==> config.mk <==
export PLATFORM = sky130hd
export DESIGN_NAME = muldiv_ctrl
export DESIGN_NICKNAME = d
export VERILOG_FILES = /design/src/rtl/muldiv_ctrl.sv
export SDC_FILE = /design/constraint.sdc
export NUM_CORES = 1
export LEC_CHECK = 0
export CAP_MARGIN = 25
export CORE_AREA = 2 2 177 161
export CTS_CLUSTER_SIZE = 40
export DETAILED_ROUTE_END_ITERATION = 8
export DIE_AREA = 0 0 179 163
export DONT_BUFFER_PORTS = 1
export GPL_ROUTABILITY_DRIVEN = 0
export MAX_ROUTING_LAYER = met4
export PLACE_DENSITY = 0.69
export SKIP_CTS_REPAIR_TIMING = 1
export SLEW_MARGIN = 20
export SYNTH_ARGS = -nofsm -noshare
export SYNTH_HDL_FRONTEND = slang
export SYNTH_SLANG_ARGS = --single-unit
==> constraint.sdc <==
create_clock -name clk -period 4.4 [get_ports clk]
set_input_delay 0.88 -clock clk [delete_from_list [all_inputs] [get_ports clk]]
set_output_delay 0.88 -clock clk [all_outputs]
set_load 0.05 [all_outputs]
==> src/rtl/muldiv_ctrl.sv <==
// rtl/muldiv_ctrl.sv - MIPS multi-cycle MULT/MULTU/DIV/DIVU sequencer with HI/LO result
// Optional build macro: MULDIV_FAST_MUL_EN (single-cycle multiply instead of shift-add)
module muldiv_ctrl (
   input  logic        clk,
   input  logic        resetn,
   input  logic        start_i,
   input  logic [1:0]  op_i,
   input  logic [31:0] a_i,
   input  logic [31:0] b_i,
   input  logic        cancel_i,
   output logic        stall_o,
   output logic        done_o,
   output logic [31:0] hi_o,
   output logic [31:0] lo_o
);

   typedef enum logic [1:0] {IDLE, MUL, DIV, DONE} state_e;

   state_e      state_q, state_d;
   logic [5:0]  cnt_q, cnt_d;
   // multiply: {hi, lo/multiplier}; divide: {remainder, quotient/dividend}
   logic [63:0] acc_q, acc_d;
   // multiplicand or divisor
   logic [31:0] opd_q, opd_d;
   logic        div_q, div_d;
   logic        nq_q, nq_d;
   logic        nr_q, nr_d;
   logic [31:0] hi_q, hi_d;
   logic [31:0] lo_q, lo_d;
`ifdef MULDIV_FAST_MUL_EN
   logic        sgn_q, sgn_d;
   logic [63:0] fast_a, fast_b, fast_prod;
`else
   logic [32:0] mul_sum;
`endif

   logic        signed_op;
   logic [31:0] a_abs, b_abs;
   logic [32:0] div_rem;
   logic        div_ok;
   logic [31:0] div_diff;
   logic [63:0] prod_fix;
   logic [31:0] quot_fix, rem_fix;
   logic [31:0] res_hi, res_lo;

   assign signed_op = ~op_i[0];
   assign a_abs     = (signed_op && a_i[31]) ? (~a_i + 32'd1) : a_i;
   assign b_abs     = (signed_op && b_i[31]) ? (~b_i + 32'd1) : b_i;

`ifdef MULDIV_FAST_MUL_EN
   assign fast_a    = {{32{sgn_q & opd_q[31]}}, opd_q};
   assign fast_b    = {{32{sgn_q & acc_q[31]}}, acc_q[31:0]};
   assign fast_prod = fast_a * fast_b;
`else
   assign mul_sum   = {1'b0, acc_q[63:32]} + (acc_q[0] ? {1'b0, opd_q} : 33'd0);
`endif

   // remainder is always below the divisor, so the wrapped 32-bit difference is exact when div_ok
   assign div_rem   = acc_q[63:31];
   assign div_ok    = (div_rem >= {1'b0, opd_q});
   assign div_diff  = div_rem[31:0] - opd_q;

   assign prod_fix  = nq_q ? (~acc_q + 64'd1) : acc_q;
   assign quot_fix  = nq_q ? (~acc_q[31:0] + 32'd1) : acc_q[31:0];
   assign rem_fix   = nr_q ? (~acc_q[63:32] + 32'd1) : acc_q[63:32];
   assign res_hi    = div_q ? rem_fix  : prod_fix[63:32];
   assign res_lo    = div_q ? quot_fix : prod_fix[31:0];

   // stall is forced low while in reset so every output reads zero
   assign stall_o   = resetn & (((state_q == IDLE) & start_i & ~cancel_i) |
                                (state_q == MUL) | (state_q == DIV));
   assign done_o    = (state_q == DONE) & ~cancel_i;
   assign hi_o      = done_o ? res_hi : hi_q;
   assign lo_o      = done_o ? res_lo : lo_q;

   // next-state and datapath update
   always_comb begin
      state_d = state_q;
      cnt_d   = cnt_q;
      acc_d   = acc_q;
      opd_d   = opd_q;
      div_d   = div_q;
      nq_d    = nq_q;
      nr_d    = nr_q;
      hi_d    = hi_q;
      lo_d    = lo_q;
`ifdef MULDIV_FAST_MUL_EN
      sgn_d   = sgn_q;
`endif
      case (state_q)
         IDLE: begin
            if (start_i && !cancel_i) begin
               cnt_d = 6'd0;
               div_d = op_i[1];
               nq_d  = signed_op & (a_i[31] ^ b_i[31]);
               nr_d  = signed_op & a_i[31];
               if (op_i[1]) begin
                  opd_d = b_abs;
                  acc_d = {32'd0, a_abs};
                  if (b_i == 32'd0) begin
                     // divide by zero: raw dividend in HI, all-ones quotient, no fix-up
                     acc_d   = {a_i, 32'hFFFF_FFFF};
                     nq_d    = 1'b0;
                     nr_d    = 1'b0;
                     state_d = DONE;
                  end else begin
                     state_d = DIV;
                  end
               end else begin
`ifdef MULDIV_FAST_MUL_EN
                  opd_d = a_i;
                  acc_d = {32'd0, b_i};
                  sgn_d = signed_op;
                  nq_d  = 1'b0;
`else
                  opd_d = a_abs;
                  acc_d = {32'd0, b_abs};
`endif
                  state_d = MUL;
               end
            end
         end
         MUL: begin
            if (cancel_i) begin
               state_d = IDLE;
            end else begin
`ifdef MULDIV_FAST_MUL_EN
               acc_d   = fast_prod;
               state_d = DONE;
`else
               acc_d = {mul_sum, acc_q[31:1]};
               cnt_d = cnt_q + 6'd1;
               if (cnt_q == 6'd31) state_d = DONE;
`endif
            end
         end
         DIV: begin
            if (cancel_i) begin
               state_d = IDLE;
            end else begin
               if (div_ok) acc_d = {div_diff, acc_q[30:0], 1'b1};
               else        acc_d = {acc_q[62:0], 1'b0};
               cnt_d = cnt_q + 6'd1;
               if (cnt_q == 6'd31) state_d = DONE;
            end
         end
         DONE: begin
            if (!cancel_i) begin
               hi_d = res_hi;
               lo_d = res_lo;
            end
            state_d = IDLE;
         end
         default: state_d = IDLE;
      endcase
   end

   // state and datapath registers
   always_ff @(posedge clk or negedge resetn) begin
      if (!resetn) begin
         state_q <= IDLE;
         cnt_q   <= 6'd0;
         acc_q   <= 64'd0;
         opd_q   <= 32'd0;
         div_q   <= 1'b0;
         nq_q    <= 1'b0;
         nr_q    <= 1'b0;
         hi_q    <= 32'd0;
         lo_q    <= 32'd0;
`ifdef MULDIV_FAST_MUL_EN
         sgn_q   <= 1'b0;
`endif
      end else begin
         state_q <= state_d;
         cnt_q   <= cnt_d;
         acc_q   <= acc_d;
         opd_q   <= opd_d;
         div_q   <= div_d;
         nq_q    <= nq_d;
         nr_q    <= nr_d;
         hi_q    <= hi_d;
         lo_q    <= lo_d;
`ifdef MULDIV_FAST_MUL_EN
         sgn_q   <= sgn_d;
`endif
      end
   end

endmodule
# Word-level counts from Yosys, hierarchy flattened
# Index checks and enable logic that the tools add are counted.
totals:
  regBits: 171
  latchBits: 0
  ram_bits: 0
  romBits: 0
  input_bits: 70
  word_cells: 88
  mem_count: 0
classes:
  add_sub_neg: 8
  n_mul: 0
  div: 0
  magnitude_cmp: 1
  n_eq_ne: 9
  shift: 0
  muxes: 31
  bitwise: 16
  reduce_logical: 14
op_table:
  columns: ["op", "n"]
  rows:
  - ["64-bit two-way mux", 7]
  - ["32-bit two-way mux", 10]
  - ["64-bit case mux with 3 select lines", 1]
  - ["32-bit by 1-bit adder with 32-bit output, second input constant", 4]
  - ["32-bit inverter", 4]
  - ["64-bit by 1-bit adder with 64-bit output, second input constant", 1]
  - ["64-bit inverter", 1]
  - ["32-bit by 32-bit adder with 33-bit output", 1]
  - ["33-bit by 32-bit >= comparator with 1-bit output", 1]
  - ["32-bit zero test", 1]
  - ["32-bit subtractor", 1]
  - ["6-bit two-way mux", 2]
  - ["6-bit case mux with 2 select lines", 1]
  - ["2-bit two-way mux", 4]
  - ["6-bit by 1-bit adder with 6-bit output, second input constant", 1]
  - ["1-bit AND", 6]
  - ["6-bit by 5-bit == test with 1-bit output, second input constant", 1]
  - ["2-bit != test, second input constant", 3]
  - ["2-bit case mux with 3 select lines", 1]
  - ["2-bit AND reduction", 3]
  - ["1-bit two-way mux", 5]
  - ["2-bit == test, second input constant", 2]
  - ["4-bit AND reduction", 1]
  - ["1-bit logical AND", 3]
  - ["12 further kinds", 14]

# Logic depth before layout (Yosys ltp)
# Gate-level depths: netlist (run 1).
depth:
  word_depth: 7
  mapped_depth: 15

# Worst setup path before layout (run 1)
# No wires, ideal clock.
synth_path:
  path_kind: "register -> output"
  startpoint: "reg acc_q[33]"
  endpoint: "out hi_o[28]"
  t_arrival_ns: 3.597
  slack_ns: -0.077
  stages_incl_launch_ff: 12
  path_cell_list: "dfrtp_1 > inv_1 > ha_1 > or3b_1 > or3_1 > or3_1 > nor2_1 > nand3_1 > nor4_1 > o21ai_0 > xnor2_1 > o21ai_0"
synth_via:
  elab_chain_cells: 5
synth_lines:
  columns: ["item", "line_no", "source"]
  rows:
  - ["from (decl)", "22", "logic [63:0] acc_q, acc_d;"]
  - ["from (signal assigned)", "163", "acc_q <= 64'd0;"]
  - ["from (signal assigned)", "176", "acc_q <= acc_d;"]
  - ["64-bit inverter or 32-bit inverter (tied branches)", "63, 65", null]
  - ["64-bit by 1-bit adder with 64-bit output or 32-bit by 1-bit adder with 32-bit output (tied branches)", "63, 65", null]
  - ["64-bit two-way mux or 32-bit two-way mux (tied branches)", "63, 65", null]
  - ["32-bit two-way mux (*)", "66", "assign res_hi = div_q ? rem_fix : prod_fix[63:32];"]
  - ["32-bit two-way mux (*)", "73", "assign hi_o = done_o ? res_hi : hi_q;"]
  - ["to (decl)", "13", "output logic [31:0] hi_o,"]
# Every way passes the cells marked *; elsewhere a longest branch is shown, timed or not.

# Worst setup path in the final report (run 1)
layout_path:
  startpoint: "reg acc_q[32]"
  endpoint: "out hi_o[28]"
# The elaborated chain is that of the path after synthesis.

==> results of run 1 <==
state kept, by name, indices dropped and copies added (netlist names):
register and cells:
acc_q 64, cnt_q 6, div_q 1, hi_q 32
lo_q 32, nq_q 1, nr_q 1, opd_q 32
state_q 2
area by class of cell:
| cell class | instances | area (um2) | area share [%] |
|---|---|---|---|
| multi-input combinational | 1538 | 10010 | 60.84 |
| sequential | 171 | 4284 | 26.04 |
| timing repair buffer | 109 | 857.1 | 5.210 |
| tap | 360 | 450.4 | 2.738 |
| clock buffer | 19 | 442.9 | 2.693 |
| inverter | 74 | 277.8 | 1.689 |
| clock inverter | 13 | 126.4 | 0.7682 |
| antenna | 1 | 2.502 | 0.01521 |
critical path, delay by kind of cell (launching register included):
family	cells	cell delay [ns]
fa+ha+maj	1	0.14
flops	1	0.39
xor+xnor	1	0.15
compound gates	2	0.29
buf+inv	3	0.40
simple gates	6	1.64
power breakdown:
part           switching [mW]  leakage, nW  total, mW  internal, mW
logic                    7.04         4.72       11.0          3.92
registers               0.738         2.15       3.02          2.28
clock network           0.753        0.267       1.52         0.763
total                    8.53         7.14       15.5          6.96
per-stage QoR:
stage	setup slack, ns	std cells	hold slack [ns]
final	0.03064	2285	0.1106
after global routing	-0.05862	2284	0.09900
after CTS	-0.3746	2271	0.1051
after detailed placement	0.1152	2239	0.4742
after global placement	0.2006	2238	0.4659
after floorplan	0.03626	1905	0.4498
per-layer routing:
metal	wire length (um)	share of wire [%]
met1	20480	40
met3	6450	13
met4	2125	4.1
met2	22300	43
met5	0	0
worst paths after layout:
path                       cells past startpoint         to  slack [ns]  startpoint
max                                           13   hi_o[28]        0.03   acc_q[32]
min                                            0   hi_q[17]        0.11      resetn
max reg2reg                                   14  acc_q[60]        0.53    acc_q[0]
min reg2reg                                    2  opd_q[17]        0.49   opd_q[17]
max in group asynchronous                      0  opd_q[15]        3.85      resetn
min in group clk                               2  opd_q[17]        0.49   opd_q[17]
placed cells by master, fill, tap and decap left out, types with 21 or more instances in the layout:
master / Yosys / layout
sky130_fd_sc_hd__o21a_1: 25 / 25
sky130_fd_sc_hd__ha_1: 73 / 71
sky130_fd_sc_hd__o21ai_1: 11 / 66
sky130_fd_sc_hd__dfrtp_1: 171 / 167
sky130_fd_sc_hd__o31ai_1: 22 / 21
sky130_fd_sc_hd__a221oi_1: 23 / 23
sky130_fd_sc_hd__nand3_1: 32 / 31
sky130_fd_sc_hd__inv_1: 74 / 72
sky130_fd_sc_hd__nor3_1: 44 / 40
sky130_fd_sc_hd__o211ai_1: 25 / 25
sky130_fd_sc_hd__a21oi_1: 151 / 147
sky130_fd_sc_hd__a21o_1: 27 / 27
sky130_fd_sc_hd__xor2_1: 88 / 88
sky130_fd_sc_hd__mux2i_1: 21 / 21
sky130_fd_sc_hd__nor2_1: 169 / 168
sky130_fd_sc_hd__xnor2_1: 84 / 84
sky130_fd_sc_hd__buf_4: 2 / 101
sky130_fd_sc_hd__o21ai_0: 185 / 125
sky130_fd_sc_hd__nand2_1: 223 / 223
sky130_fd_sc_hd__a22o_1: 26 / 26
cells by family after synthesis:
kind of cell	after synthesis	share of synthesized area, %
flip-flops	171	28.78
AND/OR/NAND/NOR	619	19.70
buffers and inverters	196	5.142
adder cells (fa/ha/maj)	75	6.413
AO/OA/AOI/OAI	641	27.66
XOR/XNOR	172	10.13
multiplexers	31	2.171
==> Flow_metrics.wiki, run 1 <==
{| class="wikitable"
! Metric !! Value
|-
| Status || finished, final reports clean
|-
| Final worst path period need || 4.369 ns
|-
| Routed vias/inst || 6.524
|-
| Area after detailed placement || 15,590 um2
|-
| Worst slew margin || 30.55%
|-
| Area leader, netlist || sky130_fd_sc_hd__dfrtp_1
|-
| Die Area || 29,180 um2
|-
| Type of the tightest min-delay check || in -> async
|-
| Total global routing overflow || 0
|-
| Worst-skew pair later-pin latency || 0.46 ns
|-
| Leading post-synthesis cells by instance count || 223 x sky130_fd_sc_hd__nand2_1, 185 x sky130_fd_sc_hd__o21ai_0, 171 x sky130_fd_sc_hd__dfrtp_1, 169 x sky130_fd_sc_hd__nor2_1, 151 x sky130_fd_sc_hd__a21oi_1
|-
| Wire length of the first global-routing pass || 76,620 um
|-
| Final Cycle Share || 99.30%
|-
| Register bit total from synthesis || 171
|-
| Synth top area share || 28.78%
|-
| Number of warnings issued by yosys || 0
|-
| Residual DRC || 0
|-
| Cells along the critical path || buf_6 > inv_2 > ha_4 > or3b_4 > or3_4 > or3_4 > nor2_4 > nand3_4 > nor4_2 > o21ai_1 > xnor2_1 > o21ai_1 > buf_6
|-
| Standard cell core area || 27,500 um2
|-
| Async set-or-reset flop fraction in the synthesized netlist || 100.0%
|-
| Maximum clock skew at final layout || 0.01545 ns
|-
| Total of max-cap violations || 0
|-
| PwrDens || 942.3 nW/um2
|-
| Critical Path Start Type || flop
|-
| Critical-path top delay cell || sky130_fd_sc_hd__or3_4
|-
| Root buffer selected by CTS || sky130_fd_sc_hd__clkbuf_16
|-
| Via count of the first global-routing pass || 13,760
|-
| Met2 routing resource usage after global routing || 51.57%
|-
| Maximum number of pins on one net before global-route repair || 173
|-
| Final-report hold violation count || 0
|-
| Post-DR wirelength/cell || 22.47 um
|-
| Cell area after layout || 16,450 um2
|-
| Vert. Die Dim || 163 um
|-
| Clock sink count || 171
|-
| Share of cells above drive strength 1 || 10.65%
|-
| Number of unique standard cell types used by synthesis || 78
|-
| Met1 Use GR || 45.08%
|-
| Required time of the critical path || 3.52 ns
|-
| Worst-Margin Slew || 1.035 ns
|-
| CTS clock-pin slew for the worst setup and hold paths || 0.08 ns
|-
| Max Freq || 228.9 MHz
|-
| Mean instance size in the synthesized netlist || 7.804 um2
|-
| WS Path Type || reg -> out
|-
| HPWL reported at the end of detailed placement || 38,260 um
|-
| Ys flop type || sky130_fd_sc_hd__dfrtp_1
|-
| Area Overhead vs Synth || 10.65%
|-
| Horiz. Die Dim || 179 um
|-
| Maximum vdd drop || 0.7579 mV
|-
| Total global routing track utilization || 35.32%
|-
| Final Routed Wirelength || 51,350 um
|-
| RSZ-0062 raised after global routing || yes
|-
| DR pass1 iterations || 9
|-
| Post-layout power || 15.50 mW
|-
| Total number of vias || 14,910
|-
| Port buffer count || 0
|-
| Instance count of the mapped netlist || 1,905
|-
| Arr. time, crit path || 3.49 ns
|-
| Maximum buffer depth of the clock tree || 2
|-
| Number of failing setup endpoints in the final timing report || 0
|-
| Busiest metal layer after global routing || met2
|-
| Number of nets in the layout || 2,056
|-
| Count of antenna-violating nets left after detailed routing || 0
|-
| Utilization of the core after routing || 59.81%
|-
| CTS buffer count || 17
|-
| Largest stage delay on the critical path || 0.43 ns
|-
| Most numerous cell in the Yosys netlist || sky130_fd_sc_hd__nand2_1
|-
| Number of flops mapped to enable cells by yosys || 0
|-
| Met3 usage || 10.76%
|-
| Number of antenna violations at the first check in global routing || 0
|-
| Count of filler cells inserted in the layout || 2,514
|-
| Row cnt || 58
|-
| Clock tree from TritonCTS || done
|-
| Leakage power figure || 7.137 nW
|-
| Synthesized netlist net count || 2,050
|-
| Critical-path maximum fanout || 7
|-
| Post-Syn Area || 14,870 um2
|-
| Max-slew violation total from the final report || 0
|-
| Element type at the critical path end || primary output
|-
| Setup TNS after final layout || 0 ns
|-
| # H-tree levels || 4
|-
| Cells taking the most area after synthesis || sky130_fd_sc_hd__dfrtp_1 29%, sky130_fd_sc_hd__o21ai_0 6.2%, sky130_fd_sc_hd__ha_1 6.1%, sky130_fd_sc_hd__nand2_1 5.6%, sky130_fd_sc_hd__xor2_1 5.2%
|-
| I/O pin count || 136
|-
| Effective utilization at floorplan || 54.05%
|-
| Number of design-rule violations left by the first detailed-router iteration || 1,592
|-
| Fraction of the yosys area taken by sequential cells || 28.78%
|}
No activity file was read; power rests on OpenSTA's default activity.
==> run 2, diff against run 1 <==
--- a/config.mk
+++ b/config.mk
@@ -11,7 +11,7 @@
 export DETAILED_ROUTE_END_ITERATION = 8
 export DIE_AREA = 0 0 179 163
 export DONT_BUFFER_PORTS = 1
-export GPL_ROUTABILITY_DRIVEN = 0
+export HOLD_SLACK_MARGIN = 0.15
 export MAX_ROUTING_LAYER = met4
 export PLACE_DENSITY = 0.69
 export SKIP_CTS_REPAIR_TIMING = 1
==> run 2 against run 1 <==
Compared with the run above:
- register-to-register slack worse by 0.07 ns
- critical path depth fell by 3
- total power decreased by 0.11%
- cell area up 0.15%
- largest power group unchanged
- count of clock-buffer cells in the layout is 2 lower
- fmax up 1.4%
- critical path type unchanged
- sequential share of layout area about the same
- largest cell class unchanged
- clock power is 5% lower
- first-iteration DRC count shrank 6.0%
- via count down 0.62%
- global-route usage up 0.78 points
==> Flow_metrics.wiki, run 2 (synthesized netlist as in run 1, its figures left out) <==
{| class="wikitable"
! Metric !! Value
|-
| Status || finished, final reports clean
|-
| HPWL reported at the end of detailed placement || 39,060 um (+2.1%)
|-
| Post-place setup slack || 0.2035 ns (+0.08830 ns)
|-
| Maximum clock skew at final layout || 0.01326 ns (-0.002188 ns)
|-
| Effective utilization at floorplan || 54.05% (unchanged)
|-
| Critical Path Start Type || flop
|-
| Number of failing setup endpoints in the final timing report || 0 (unchanged)
|-
| Root buffer selected by CTS || sky130_fd_sc_hd__clkbuf_16
|-
| CTS buffer count || 17 (unchanged)
|-
| Routed vias/inst || 6.450 (-1.1%)
|-
| Die Area || 29,180 um2 (unchanged)
|-
| Max-slew violation total from the final report || 0 (unchanged)
|-
| Via count of the first global-routing pass || 13,630 (-0.93%)
|-
| Area after detailed placement || 15,670 um2 (+0.50%)
|-
| Smallest setup slack after layout || 0.09159 ns (+0.06095 ns)
|-
| Final-report hold violation count || 0 (unchanged)
|-
| Total global routing overflow || 0 (unchanged)
|-
| Maximum number of pins on one net before global-route repair || 173 (unchanged)
|-
| Number of antenna violations at the first check in global routing || 1 (+1)
|-
| Total of max-cap violations || 0 (unchanged)
|-
| DR pass1 iterations || 8 (-1)
|-
| Row cnt || 58 (unchanged)
|-
| Total number of vias || 14,820 (-0.62%)
|-
| Vert. Die Dim || 163 um (unchanged)
|-
| Final Cycle Share || 97.92% (-1.4 points)
|-
| PwrDens || 939.8 nW/um2 (-0.26%)
|-
| Leakage power figure || 7.186 nW (+0.70%)
|-
| Final Routed Wirelength || 51,990 um (+1.2%)
|-
| Cell area after layout || 16,470 um2 (+0.15%)
|-
| Number of cell instances on the worst register-to-register path || 12 (-2)
|-
| Worst-Margin Slew || 1.013 ns (-0.02154 ns)
|-
| Port buffer count || 0 (unchanged)
|-
| Residual DRC || 0 (unchanged)
|-
| Post-layout power || 15.48 mW (-0.11%)
|-
| Type of the tightest min-delay check || in -> async
|-
| Required time of the critical path || 3.52 ns (about the same)
|-
| Utilization of the core after routing || 59.90% (+0.091 points)
|-
| Clock sink count || 171 (unchanged)
|-
| Total global routing track utilization || 36.11% (+0.78 points)
|-
| Count of filler cells inserted in the layout || 2,540 (+1.0%)
|-
| Number of design-rule violations left by the first detailed-router iteration || 1,496 (-6.0%)
|-
| Area Overhead vs Synth || 10.82%
|-
| Register with the highest flop count || acc_q
|-
| Final worst path period need || 4.308 ns (-0.06095 ns)
|-
| Maximum vdd drop || 0.8177 mV (+7.9%)
|-
| Maximum buffer depth of the clock tree || 2 (unchanged)
|-
| Count of antenna-violating nets left after detailed routing || 0 (unchanged)
|-
| Placer's final routability congestion estimate || 0.9768
|-
| Most used cells in the layout excluding fill and tap cells || 222 x sky130_fd_sc_hd__nand2_1, 168 x sky130_fd_sc_hd__nor2_1, 166 x sky130_fd_sc_hd__dfrtp_1
|-
| Worst slew margin || 32.00% (+1.4 points)
|-
| Max Freq || 232.1 MHz (+1.4%)
|-
| CTS clock-pin slew for the worst setup and hold paths || 0.07 ns (about the same)
|-
| WS Path Type || reg -> out
|-
| Element type at the critical path end || primary output
|-
| I/O pin count || 136 (unchanged)
|-
| # H-tree levels || 4 (unchanged)
|-
| Standard cell core area || 27,500 um2 (unchanged)
|-
| Horiz. Die Dim || 179 um (unchanged)
|-
| Clock tree from TritonCTS || done
|-
| Post-DR wirelength/cell || 22.63 um (+0.71%)
|-
| Number of nets in the layout || 2,069 (+0.63%)
|-
| Leading cell type in the layout, fill and taps excluded || sky130_fd_sc_hd__nand2_1
|-
| Critical-path maximum fanout || 5 (-2)
|-
| RSZ-0062 raised after global routing || yes
|-
| Worst-skew pair later-pin latency || 0.44 ns (-0.02 ns)
|-
| Max FFs per register || 64 (unchanged)
|-
| Tightest hold margin || 0.1307 ns (+0.02002 ns)
|-
| Wire length of the first global-routing pass || 77,910 um (+1.7%)
|-
| Share of cells above drive strength 1 || 11.11% (+0.45 points)
|-
| Arr. time, crit path || 3.43 ns (-0.06 ns)
|}
-- run 2: cell count changes in the layout (fill, tap and decap cells not counted), moves of 2 or more --
cell	previous run	this run
sky130_fd_sc_hd__o21ai_0	125	127
sky130_fd_sc_hd__buf_6	7	5
sky130_fd_sc_hd__inv_8	4	2
sky130_fd_sc_hd__a21oi_1	147	150
sky130_fd_sc_hd__clkinvlp_4	4	0
sky130_fd_sc_hd__a21oi_2	4	0
sky130_fd_sc_hd__clkinv_2	0	4
sky130_fd_sc_hd__buf_4	101	117
sky130_fd_sc_hd__clkinv_4	1	4
-- run 2: path summary, 6_finish.rpt --
kind | startpoint | end | slack, ns
worst max register to register | acc_q[32] | acc_q[50] | 0.46
worst min-delay path | resetn | hi_q[11] | 0.13
worst min register to register | opd_q[15] | opd_q[15] | 0.49
worst max-delay path | acc_q[17] | hi_o[12] | 0.09
min in group clk | opd_q[15] | opd_q[15] | 0.49
max in group asynchronous | resetn | acc_q[17] | 4.01
-- run 2: layout make-up --
cell class,count,area (um2),area share (%)
sequential,171,4285,26.01
antenna,1,2.502,0.01519
timing repair buffer,122,934.6,5.673
inverter,74,280.3,1.701
clock buffer,17,425.4,2.582
multi-input combinational,1538,9983,60.60
tap,360,450.4,2.734
clock inverter,14,112.6,0.6835
-- run 2: power by group --
part | switching (mW) | internal, mW | total (mW)
combinational | 7.11 | 3.94 | 11.0
sequential | 0.711 | 2.28 | 2.99
clock | 0.713 | 0.733 | 1.45
total | 8.53 | 6.95 | 15.5
-- run 2: critical path: stages (launching register included) --
cell and delay (ns):
sky130_fd_sc_hd__dfrtp_2 0.44, sky130_fd_sc_hd__or4_4 0.58, sky130_fd_sc_hd__nor4_4 0.36, sky130_fd_sc_hd__nand3_2 0.21
sky130_fd_sc_hd__nor4_4 0.27, sky130_fd_sc_hd__buf_4 0.19, sky130_fd_sc_hd__a21oi_1 0.18, sky130_fd_sc_hd__o41ai_2 0.28
sky130_fd_sc_hd__xor2_1 0.19, sky130_fd_sc_hd__o21ai_1 0.07, sky130_fd_sc_hd__buf_4 0.22
-- run 2: metrics by stage --
step | cells | TNS (ns)
floorplan | 1905 | 0
detailed placement | 2251 | 0
global placement | 2250 | 0
finish | 2297 | 0
CTS | 2282 | -1.300
global route | 2297 | -0.2609
-- run 2: metal layers --
layer	track usage [%]	routed length, um
met4	14.30	2217
met5	-	0
met1	46.08	20890
met2	52.99	22400
met3	11.46	6481
==> run 3, diff against run 2 <==
--- a/config.mk
+++ b/config.mk
@@ -6,14 +6,14 @@
 export NUM_CORES = 1
 export LEC_CHECK = 0
 export CAP_MARGIN = 25
-export CORE_AREA = 2 2 177 161
+export CORE_AREA = 2 2 207 188
 export CTS_CLUSTER_SIZE = 40
 export DETAILED_ROUTE_END_ITERATION = 8
-export DIE_AREA = 0 0 179 163
+export DIE_AREA = 0 0 209 190
 export DONT_BUFFER_PORTS = 1
 export HOLD_SLACK_MARGIN = 0.15
 export MAX_ROUTING_LAYER = met4
-export PLACE_DENSITY = 0.69
+export PLACE_DENSITY = 0.53
 export SKIP_CTS_REPAIR_TIMING = 1
 export SLEW_MARGIN = 20
 export SYNTH_ARGS = -nofsm -noshare
==> constraint.sdc (replaced) <==
create_clock -name clk -period 4.69 [get_ports clk]
set_input_delay 0.938 -clock clk [delete_from_list [all_inputs] [get_ports clk]]
set_output_delay 0.938 -clock clk [all_outputs]
set_load 0.05 [all_outputs]
==> run 3 against run 2 <==
Compared with the run above:
- hold slack better by 0.048 ns
- sequential power down 6%
- count of clock-buffer cells in the layout increased by 2
- critical path type unchanged
==> Flow_metrics.wiki, run 3 (synthesized netlist as in run 1, its figures left out) <==
{| class="wikitable"
! Metric !! Value
|-
| Status || finished, final reports clean
|-
| Clock sink count || 171 (unchanged)
|-
| Largest stage delay on the critical path || 0.45 ns (-0.13 ns)
|-
| Count of antenna-violating nets left after detailed routing || 0 (unchanged)
|-
| Sequential share of power || 19.3% (about the same)
|-
| Type of the tightest min-delay check || in -> async
|-
| Stages on the worst setup path || 12 (+2)
|-
| Register with the highest flop count || acc_q
|-
| Total global routing track utilization || 29.19% (-6.9 points)
|-
| # H-tree levels || 4 (unchanged)
|-
| Cell area after layout || 16,440 um2 (-0.21%)
|-
| Number of cell instances on the worst register-to-register path || 15 (+3)
|-
| Residual DRC || 0 (unchanged)
|-
| Post-DR wirelength/cell || 23.57 um (+4.1%)
|-
| Buffers plus inverters on the worst setup path || 2 (unchanged)
|-
| Routed vias/inst || 6.041 (-6.3%)
|-
| Capture point of the critical path || hi_o[28]
|-
| Maximum clock skew at final layout || 0.01327 ns (+0.00001440 ns)
|-
| CTS buffer count || 17 (unchanged)
|-
| Register-to-Register Setup Slack || 0.57 ns (+0.11 ns)
|-
| Placer's final routability congestion estimate || 0.9527 (-2.5%)
|-
| Total number of vias || 14,550 (-1.8%)
|-
| Startpoint of the worst setup timing path || acc_q[33]
|-
| Row cnt || 68 (+17%)
|-
| Effective utilization at floorplan || 39.27% (-15 points)
|-
| Total of max-cap violations || 0 (unchanged)
|-
| Logic gate share of total power || 70.6% (-0.7 points)
|-
| PwrDens || 886.8 nW/um2 (-5.6%)
|-
| Standard cell core area || 37,860 um2 (+38%)
|-
| Number of design-rule violations left by the first detailed-router iteration || 1,436 (-4.0%)
|-
| Max Freq || 222.2 MHz
|-
| Final worst path period need || 4.501 ns
|-
| Critical-path top delay cell || sky130_fd_sc_hd__dfrtp_1
|-
| Maximum buffer depth of the clock tree || 2 (unchanged)
|-
| Critical-path maximum fanout || 6 (+1)
|-
| Final-report hold violation count || 0 (unchanged)
|-
| Total net switching power || 8.089 mW (-5.2%)
|-
| Die Area || 39,710 um2 (+36%)
|-
| Maximum number of pins on one net before global-route repair || 173 (unchanged)
|-
| Setup TNS after final layout || 0 ns (unchanged)
|-
| Source of the worst register-to-register timing path || acc_q[0]
|-
| Port buffer count || 0 (unchanged)
|-
| Via count of the first global-routing pass || 13,740 (+0.80%)
|-
| Area Overhead vs Synth || 10.58%
|-
| Arr. time, crit path || 3.56 ns (+0.13 ns)
|-
| Cells along the critical path || inv_2 > ha_1 > or3b_1 > or3_1 > or3_4 > nor2_1 > nand3_1 > nor4_1 > o21ai_0 > xnor2_1 > o21ai_1 > buf_4
|-
| Worst-Margin Slew || 1.048 ns (+0.03486 ns)
|-
| Final Routed Wirelength || 56,760 um (+9.2%)
|-
| Wire length of the first global-routing pass || 85,220 um (+9.4%)
|-
| Internal power consumption || 6.489 mW (-6.6%)
|-
| Element type at the critical path end || primary output
|-
| Worst slew margin || 29.98% (-2.0 points)
|-
| Root buffer selected by CTS || sky130_fd_sc_hd__clkbuf_16
|-
| Share of cells above drive strength 1 || 9.494% (-1.6 points)
|-
| Critical Path Start Type || flop
|-
| Final Cycle Share || 95.96%
|-
| Kind of cell adding the most delay to the critical path || simple AND/OR/NAND/NOR gates
|-
| Most used cells in the layout excluding fill and tap cells || 223 x sky130_fd_sc_hd__nand2_1, 171 x sky130_fd_sc_hd__dfrtp_1, 169 x sky130_fd_sc_hd__nor2_1
|-
| CTS clock-pin slew for the worst setup and hold paths || 0.08 ns (about the same)
|-
| I/O pin count || 136 (unchanged)
|-
| Leakage power figure || 7.102 nW (-1.2%)
|-
| Clock tree from TritonCTS || done
|-
| HPWL reported at the end of detailed placement || 43,960 um (+13%)
|-
| WS Path Type || reg -> out
|-
| Number of failing setup endpoints in the final timing report || 0 (unchanged)
|-
| Required time of the critical path || 3.75 ns (+0.23 ns)
|-
| Max-slew violation total from the final report || 0 (unchanged)
|-
| Worst-skew pair later-pin latency || 0.47 ns (+0.03 ns)
|-
| Horiz. Die Dim || 209 um (+17%)
|-
| Vert. Die Dim || 190 um (+17%)
|-
| Leading cell type in the layout, fill and taps excluded || sky130_fd_sc_hd__nand2_1
|-
| Maximum vdd drop || 0.2835 mV (-65%)
|-
| Area after detailed placement || 15,770 um2 (+0.65%)
|-
| Number of antenna violations at the first check in global routing || 1 (unchanged)
|-
| RSZ-0062 raised after global routing || no
|-
| Max FFs per register || 64 (unchanged)
|-
| Total global routing overflow || 0 (unchanged)
|-
| Net switching share of the total power || 55.49% (+0.37 points)
|-
| Clock share of power || 10.0% (+0.7 points)
|-
| Number of nets in the layout || 2,049 (-0.97%)
|-
| Endpoint of the most critical register-to-register path || acc_q[62]
|-
| DR pass1 iterations || 6 (-2)
|}
run 3: cell types whose count changed in the layout (fill, tap and decap cells not counted), moves of 4 or more:
cell and delta:
sky130_fd_sc_hd__dfrtp_2 -5, sky130_fd_sc_hd__o21ai_2 +4, sky130_fd_sc_hd__buf_4 -17, sky130_fd_sc_hd__buf_6 -5, sky130_fd_sc_hd__dfrtp_1 +5, sky130_fd_sc_hd__o21ai_1 -4
run 3: area by class of cell:
| type | count | area [um2] |
|---|---|---|
| fill | 3832 | 21420 |
| multi-input combinational | 1538 | 9902 |
| sequential | 171 | 4279 |
| timing repair buffer | 102 | 780.7 |
| tap | 490 | 613.1 |
| clock buffer | 19 | 452.9 |
| inverter | 74 | 277.8 |
| clock inverter | 13 | 131.4 |
| antenna | 1 | 2.502 |
run 3: how the worst min path moves through the flow:
stage          startpoint         to  slack (ns)  depth (start not counted)
3_3_place_gp    opd_q[25]  opd_q[25]        0.47                          2
4_1_cts            resetn   hi_q[18]        0.14                          0
6_report           resetn   hi_q[26]        0.18                          0
3_5_place_dp    opd_q[27]  opd_q[27]        0.48                          2
5_1_grt            resetn    hi_q[2]        0.15                          0
2_1_floorplan   opd_q[15]  opd_q[15]        0.45                          2
run 3: power by group through the flow:
stage          Clock, mW  Sequential [mW]  Combinational (mW)
4_1_cts             1.49             2.80                10.1
3_3_place_gp           0             2.81                10.1
2_1_floorplan          0             2.58                7.44
5_1_grt             1.55             2.90                11.2
3_5_place_dp           0             2.83                10.1
6_report            1.47             2.82                10.3
run 3: worst register-to-register path: cells and delay by family, from the launching register on:
| family | cells | cell delay (ns) |
|---|---|---|
| AO/OA/AOI/OAI | 7 | 1.87 |
| buffers and inverters | 4 | 0.89 |
| flip-flops | 1 | 0.46 |
| adder cells (fa/ha/maj) | 1 | 0.37 |
| AND/OR/NAND/NOR | 2 | 0.21 |
| XOR/XNOR | 1 | 0.18 |
run 3: layer usage:
| layer | part of all wire, % | vias up | GRT usage (%) |
|---|---|---|---|
| met1 | 45 | 7037 | 38.94 |
| li1 | - | 6903 | - |
| met5 | 0 | - | - |
| met4 | 2.7 | 0 | 9.286 |
| met2 | 43 | 535 | 42.78 |
| met3 | 8.9 | 71 | 8.039 |
run 3: through the flow:
stage / power [mW] / utilization (%) / setup WS, ns / instances / hold slack, ns
final: 14.58 / 43.42 / 0.1895 / 2408 / 0.1791
after global routing: 15.65 / 43.42 / 0.002094 / 2408 / 0.1506
after CTS: 14.44 / 43.20 / -0.1927 / 2404 / 0.1431
after detailed placement: 12.93 / 41.65 / 0.3226 / 2372 / 0.4760
after global placement: 12.90 / 41.64 / 0.3684 / 2372 / 0.4685
after floorplan: 10.02 / - / 0.1553 / 1905 / 0.4498
